File: src/rtl/rs232_rx_if.sv
// Output bundle of the distance-link receiver.
// master: rs232_rx drives it; slave: the consumer.
interface rs232_rx_if;
  logic [11:0] data_out;
  logic        data_valid;
  logic        parity_err;
  logic        frame_err;

  modport master (
    output data_out,
    output data_valid,
    output parity_err,
    output frame_err
  );

  modport slave (
    input data_out,
    input data_valid,
    input parity_err,
    input frame_err
  );
endinterface

File: src/rtl/rs232_rx.sv
// Two-frame 12-bit distance receiver for an 11-bit serial frame.
// Ports: clk, n_rst (async low), rx (serial in), bus (rs232_rx_if.master).
module rs232_rx #(
  parameter int BIT_CYCLES = 5209
) (
  input  logic        clk,
  input  logic        n_rst,
  input  logic        rx,
  rs232_rx_if.master  bus
);

  localparam int CW = $clog2(BIT_CYCLES);
  localparam logic [CW-1:0] HALF_M1 =
    CW'(BIT_CYCLES / 2 - 1);
  localparam logic [CW-1:0] LAST =
    CW'(BIT_CYCLES - 1);

  typedef enum logic [2:0] {
    IDLE,
    START,
    DATA,
    PARITY,
    STOP
  } state_t;

  state_t      state;
  logic        rx_meta;
  logic        rxs;
  logic        rxs_prev;
  logic [1:0]  warm;
  logic [CW-1:0] cnt;
  logic [2:0]  idx;
  logic [7:0]  d;
  logic        par;
  logic [6:0]  low_reg;
  logic        low_ok;
  logic [11:0] data_q;
  logic        valid_q;
  logic        perr_q;
  logic        ferr_q;

  logic fall;
  logic hit;
  logic par_ok;

  // Edges are ignored until the synchronizer has
  // flushed its reset value, so a line held low
  // across reset release is not taken as a start.
  assign fall   = rxs_prev & ~rxs & (warm == 2'd3);
  assign hit    = (cnt == LAST);
  assign par_ok = ((^d[7:1]) == par);

  always_ff @(posedge clk or negedge n_rst) begin
    if (!n_rst) begin
      rx_meta  <= 1'b1;
      rxs      <= 1'b1;
      rxs_prev <= 1'b1;
      warm     <= 2'd0;
      state    <= IDLE;
      cnt      <= '0;
      idx      <= 3'd0;
      d        <= 8'h00;
      par      <= 1'b0;
      low_reg  <= 7'h00;
      low_ok   <= 1'b0;
      data_q   <= 12'h000;
      valid_q  <= 1'b0;
      perr_q   <= 1'b0;
      ferr_q   <= 1'b0;
    end else begin
      rx_meta  <= rx;
      rxs      <= rx_meta;
      rxs_prev <= rxs;
      if (warm != 2'd3)
        warm <= warm + 2'd1;
      valid_q <= 1'b0;
      perr_q  <= 1'b0;
      ferr_q  <= 1'b0;

      unique case (state)
        IDLE: begin
          cnt <= '0;
          if (fall)
            state <= START;
        end
        START: begin
          cnt <= cnt + 1'b1;
          if (cnt == HALF_M1) begin
            cnt <= '0;
            if (rxs) begin
              state <= IDLE;
            end else begin
              idx   <= 3'd0;
              state <= DATA;
            end
          end
        end
        DATA: begin
          cnt <= cnt + 1'b1;
          if (hit) begin
            cnt    <= '0;
            d[idx] <= rxs;
            idx    <= idx + 3'd1;
            if (idx == 3'd7)
              state <= PARITY;
          end
        end
        PARITY: begin
          cnt <= cnt + 1'b1;
          if (hit) begin
            cnt   <= '0;
            par   <= rxs;
            state <= STOP;
          end
        end
        STOP: begin
          cnt <= cnt + 1'b1;
          if (hit) begin
            cnt   <= '0;
            state <= IDLE;
            if (!rxs) begin
              ferr_q <= 1'b1;
              low_ok <= 1'b0;
            end else if (!par_ok) begin
              perr_q <= 1'b1;
              low_ok <= 1'b0;
            end else if (!d[0]) begin
              low_reg <= d[7:1];
              low_ok  <= 1'b1;
            end else if (low_ok) begin
              data_q  <= {d[5:1], low_reg};
              valid_q <= 1'b1;
              low_ok  <= 1'b0;
            end
          end
        end
        default: begin
          state <= IDLE;
          cnt   <= '0;
        end
      endcase
    end
  end

  assign bus.data_out   = data_q;
  assign bus.data_valid = valid_q;
  assign bus.parity_err = perr_q;
  assign bus.frame_err  = ferr_q;

endmodule
File: src/flat_wrapper.sv
// flat-port wrapper written by rule: the top's interface ports become plain ports
module rs232_rx_flat 
#(
  parameter int BIT_CYCLES = 5209
)
  (clk, n_rst, rx, bus_data_out, bus_data_valid, bus_parity_err, bus_frame_err);
  rs232_rx_if bus_i ();
  input  logic clk;
  input  logic n_rst;
  input  logic rx;
  output wire logic [$bits(bus_i.data_out)-1:0] bus_data_out;
  output wire logic [$bits(bus_i.data_valid)-1:0] bus_data_valid;
  output wire logic [$bits(bus_i.parity_err)-1:0] bus_parity_err;
  output wire logic [$bits(bus_i.frame_err)-1:0] bus_frame_err;
  assign bus_data_out = bus_i.data_out;
  assign bus_data_valid = bus_i.data_valid;
  assign bus_parity_err = bus_i.parity_err;
  assign bus_frame_err = bus_i.frame_err;
  rs232_rx #(.BIT_CYCLES(BIT_CYCLES)) u_core (.clk(clk), .n_rst(n_rst), .rx(rx), .bus(bus_i));
endmodule
File: config.mk
export PLATFORM = sky130hd
export DESIGN_NAME = rs232_rx_flat
export DESIGN_NICKNAME = d
export VERILOG_FILES = /design/src/rtl/rs232_rx_if.sv /design/src/rtl/rs232_rx.sv /design/src/flat_wrapper.sv
export SDC_FILE = /design/constraint.sdc
export NUM_CORES = 1
export LEC_CHECK = 0
export BUFFER_PORTS_ARGS = -buffer_cell sky130_fd_sc_hd__buf_2
export CAP_MARGIN = 20
export CORE_ASPECT_RATIO = 0.7
export CORE_MARGIN = 3
export CORE_UTILIZATION = 64
export DETAILED_ROUTE_END_ITERATION = 12
export PLACE_DENSITY = 0.84
export SYNTH_ARGS = -nofsm -noshare
export SYNTH_HDL_FRONTEND = slang
export SYNTH_SLANG_ARGS = --single-unit
File: constraint.sdc
create_clock -name clk -period 5.6 [get_ports clk]
set_input_delay 0.28 -clock clk [delete_from_list [all_inputs] [get_ports clk]]
set_output_delay 0.28 -clock clk [all_outputs]
set_load 0.005 [all_outputs]
Word level (Yosys, flattened, before mapping)

Index checks and enable logic that the tools add are counted.

Input port bits: 3
RAM bits: 0
Memory bits (read-only): 0
Memories: 0
Word-level logic and storage cells: 87
Register bits after elaboration: 56
Latch bits: 0
Output and inout bits: 15

Div/mod/pow operators: 0
$add $sub $neg: 3
Reductions and logical operators: 12
Equal/unequal tests: 17
Multiplexer cells: 34
Shift-type cells: 0
Multiply operators: 0
Bitwise operators: 4
Magnitude comparators: 2

Operators with widths:

| operator                | count |
|---|---|
| $mux W3                 | 9 |
| $mux W13                | 2 |
| $pmux W13 S2            | 1 |
| $mux W1                 | 17 |
| $pmux W3 S5             | 1 |
| $add A13 B1 Y13 const B | 1 |
| $eq A13 B12 Y1 const B  | 1 |
| $eq A13 B13 Y1 const B  | 1 |
| $ne A2 B1 Y1 const B    | 6 |
| $reduce_and A6 Y1       | 2 |
| $bwmux W8               | 1 |
| $reduce_xor A7 Y1       | 1 |
| $eq A3 B2 Y1 const B    | 2 |
| $eq A3 B3 Y1 const B    | 2 |
| $pmux W3 S2             | 1 |
| $reduce_and A2 Y1       | 3 |
| $reduce_and A5 Y1       | 1 |
| $lt A3 B4 Y1 const B    | 1 |
| $ne A2 B2 Y1 const B    | 2 |
| $reduce_and A4 Y1       | 1 |
| $add A3 B1 Y3 const B   | 1 |
| $demux W1 S3            | 1 |
| $eq A3 B1 Y1 const B    | 1 |
| $ge A3 B1 Y1 const B    | 1 |
| other kinds (10)        | 12 |

Logic depth before layout (Yosys ltp)

Depth in word-level cells: 6
Depth in mapped cells: 8
Gate-level depth less buffers: 7

Worst setup path after synthesis

OpenSTA, ideal clock, no wires.

Path kind: register to register
From: reg u_core.cnt[2]
To: reg u_core.data_q[10] (netlist: u_core.bus.data_out[10])
Period minus slack after synthesis: 2.723 ns
Cell stages (with the launch flop): 7
Library setup time: 0.125 ns
Data arrival time: 2.598 ns
Slack: 2.877 ns
Path through: dfrtp_1 > or4b_1 > or4_1 > buf_2 > or4_4 > buf_6 > mux2_4

Cells in the longest elaborated chain, start to end: 2

RTL lines:

| item                        | RTL line        | text |
|---|---|---|
| from (decl)                 | rs232_rx.sv:31  | `logic [CW-1:0] cnt;` |
| from (signal assigned)      | rs232_rx.sv:87  | `cnt <= cnt + 1'b1;` |
| from (signal assigned)      | rs232_rx.sv:99  | `cnt <= cnt + 1'b1;` |
| from (signal assigned)      | rs232_rx.sv:109 | `cnt <= cnt + 1'b1;` |
| $eq A13 B13 Y1              | rs232_rx.sv:50  | `assign hit = (cnt == LAST);` |
| $reduce_and A6 Y1 (no line) | --              |  |
| to (signal assigned)        | rs232_rx.sv:131 | `data_q <= {d[5:1], low_reg};` |
| to (decl)                   | rs232_rx.sv:37  | `logic [11:0] data_q;` |

Every way passes these cells.
A chain may end at the register's enable or synchronous reset.

Worst setup path in the final report

From: reg u_core.cnt[2]
To: reg u_core.state[1]

Cells in the longest elaborated chain, start to end: 3
Elaborated cells on any way between the ends: 7
Classes of those cells: eq/ne (6); reduce/logical (1)

RTL lines:

| item                                             | RTL line                       | text |
|---|---|---|
| $eq A13 B13 Y1 or $eq A13 B12 Y1 (tied branches) | rs232_rx.sv:50, rs232_rx.sv:88 |  |
| $ne A2 B1 Y1 (no line)                           | --                             |  |
| $reduce_and A6 Y1 (no line) *                    | --                             |  |
| to (signal assigned)                             | rs232_rx.sv:59                 | `state <= IDLE;` |
| to (signal assigned)                             | rs232_rx.sv:84                 | `state <= START;` |
| to (signal assigned)                             | rs232_rx.sv:91                 | `state <= IDLE;` |
| to (decl)                                        | rs232_rx.sv:26                 | `state_t state;` |

Mark *: on every way between the ends. The rest lies on a longest branch, timed or not.

==> reports/results.ini <==
[floorplanning]
fp.dieH_um=59.0
start_util=0.698
num_io_pins=18
row_count=18
fp.dieArea_um2=4810
core_um2=3670
die_w_um=81.6

[layout]
nets=239
drive_gt1_frac=0.254
layout.cells.most_common=dfrtp_1
largest_register=u_core.cnt
instances_no_fill=282
final_cell_mix=dfrtp_1, nor2_1, mux2_2, buf_2, nand2_1
syn2layout_area_growth_pct=8.98
antenna_cells=0
largest_reg_flops=13
nFillCells=224

[critical_path]
arrival_ns=3.58
critPathCaptureType=flip-flop
critPathKind=flip-flop to flip-flop
rrSetupSlack_ns=2.22
path_max_fanout=14
startpoint_type=flip-flop
cp-startpoint=u_core.cnt[2]$_DFF_PN0_
required_ns=5.80
timing.rr.start=u_core.cnt[2]$_DFF_PN0_

[synthesis]
ys_top_cells_by_area=dfrtp_1, mux2_2, mux2_4
netlist.area_leader.share=0.517
synth.largest_area_cell=dfrtp_1
ys_async_sr_fraction=1.00
yosysWarnings=0
synth_area_um2=2560
ys_seq_elements=56
syn_nets=220
synth-seq-area-share=0.548
synth_edf_count=0
synth.distinct_cells=38
avgSynthCellArea_um2=12.1
ys.flop_type=dfrtp_1
synthCells=212

[timing]
rsz0062_at_grt=false
fin_hold_ws_ns=0.0650
drv_slew=0
tightest_slew_ns=1.24
finalClockSkew_ns=0.00965
relSlewSlack=0.175
finalSetupViolations=0
hold_viol=0
tns_ns=0
min_period_over_period=0.604
fin_crit_ns=3.38
fmax_mhz=296

[global_route]
grt_pass1_wl_um=8360
grt_start_max_net_pins=57
antenna_found_initial=0
gr-total-overflow=0
grt_usage=0.233
grt_pass1_vias=1674

[pwr]
p_comb_frac=0.126
power.density_nw_per_um2=289
cell_internal_pwr_mw=0.592
switchingPower_mw=0.215
peakVddDrop_mv=0.190
sw_frac_of_total=0.266
p_leak_nw=1.36
clockPowerShare=0.321
p_seq_frac=0.554

[place]
place_inst=274
port-buffer-count=17
place_congestion=0.859
dpl.hpwl_um=3520

[cts]
ctsResizeCount=0
post_cts_buffers=0
tritoncts=built
clock_path_buffers=2
numClockSinks=56
clk_pin_slew_ns=0.10
cts_inserted_buffers=5
cts.htree.levels=2
clk_latency_ns=0.30
cts_hold_buf=0
root_buffer=clkbuf_8

[run]
drv_cap=0

[worst_hold_path]
min_from=rx
hold_path_class=input pin to flip-flop

[detailed_routing]
wire_per_inst_um=17.3
drtIter0Drc=146
antenna_left=0
via_per_inst=5.83
firstDrtPassIters=4
routed_wl_um=4890
num_vias=1645
drc=0

[status]
status=finished clean

-- cell usage after synthesis (2+ instances only) --
cell,n
nor4b_1,3
mux2_4,10
nor3_1,6
xnor2_1,12
xor2_1,7
ha_1,5
nor4bb_1,2
dfstp_2,3
nand2b_1,4
nand3_1,12
clkbuf_1,3
and4_1,3
and3_1,3
o21ai_0,4
buf_2,2
nor2_1,19
dfrtp_1,53
nand4b_1,2
or4_1,2
mux2_2,19
nand2_1,13
inv_1,9
-- area by class of cell --
| type | instances | area (µm²) | share of cell area |
|---|---|---|---|
| Sequential cell | 56 | 1410 | 0.503 |
| Inverter | 9 | 33.8 | 0.0121 |
| Clock buffer | 6 | 72.6 | 0.0260 |
| Multi-Input combinational cell | 141 | 1090 | 0.391 |
| Timing Repair Buffer | 18 | 92.6 | 0.0331 |
| Tap cell | 50 | 62.6 | 0.0224 |
| Clock inverter | 2 | 35.0 | 0.0125 |
-- final timing paths --
path,end,cells past startpoint
worst max-delay path,u_core.state[1]$_DFFE_PN0P_,5
worst min-delay path,u_core.rx_meta$_DFF_PN1_,1
max in group asynchronous,u_core.cnt[3]$_DFF_PN0_,2
worst min register to register,u_core.rxs$_DFF_PN1_,0
min in group asynchronous,u_core.cnt[10]$_DFF_PN0_,2
worst max register to register,u_core.state[1]$_DFFE_PN0P_,5
-- power groups by stage --
stage	Sequential, mW	Combinational, mW	Clock, mW
after global placement	0.451	0.0927	0
after floorplan	0.447	0.0758	0
after global routing	0.451	0.115	0.281
final	0.447	0.101	0.258
after detailed placement	0.454	0.102	0
after CTS	0.446	0.102	0.263
-- routing by layer --
layer,track usage,share of wire,up-vias
met5,0,0,-
met4,0.0498,0.010,0
met3,0.0550,0.043,4
met2,0.385,0.51,34
met1,0.320,0.44,834
li1,-,-,773
-- worst max-delay path, cell delays in order, from the launching register on --
cell	delay (ns)
dfrtp_1	0.44
or4b_1	0.57
or4_1	0.64
a32oi_1	0.93
o41a_1	0.35
mux2_2	0.34
-- per-stage QoR --
step / setup WS (ns) / util / instance area [µm²] / power [mW]
after floorplan: 2.88 / - / 2560 / 0.523
after CTS: 2.25 / 0.761 / 2790 / 0.811
after global placement: 2.44 / 0.732 / 2690 / 0.544
final: 2.22 / 0.761 / 2790 / 0.807
after detailed placement: 2.25 / 0.732 / 2690 / 0.555
after global routing: 2.02 / 0.761 / 2790 / 0.846
-- logic make-up (layout without fill, tap and decap cells) --
logic type / count (synthesis) / after routing / share of synthesized area
AO/OA/AOI/OAI: 11 / 11 / 0.0293
XOR/XNOR: 19 / 19 / 0.0649
adder cells (fa/ha/maj): 5 / 5 / 0.0244
buffers and inverters: 15 / 35 / 0.0259
flip-flops: 56 / 56 / 0.548
multiplexers: 30 / 30 / 0.146
AND/OR/NAND/NOR: 76 / 76 / 0.162
No activity file was read; power rests on OpenSTA's default activity.
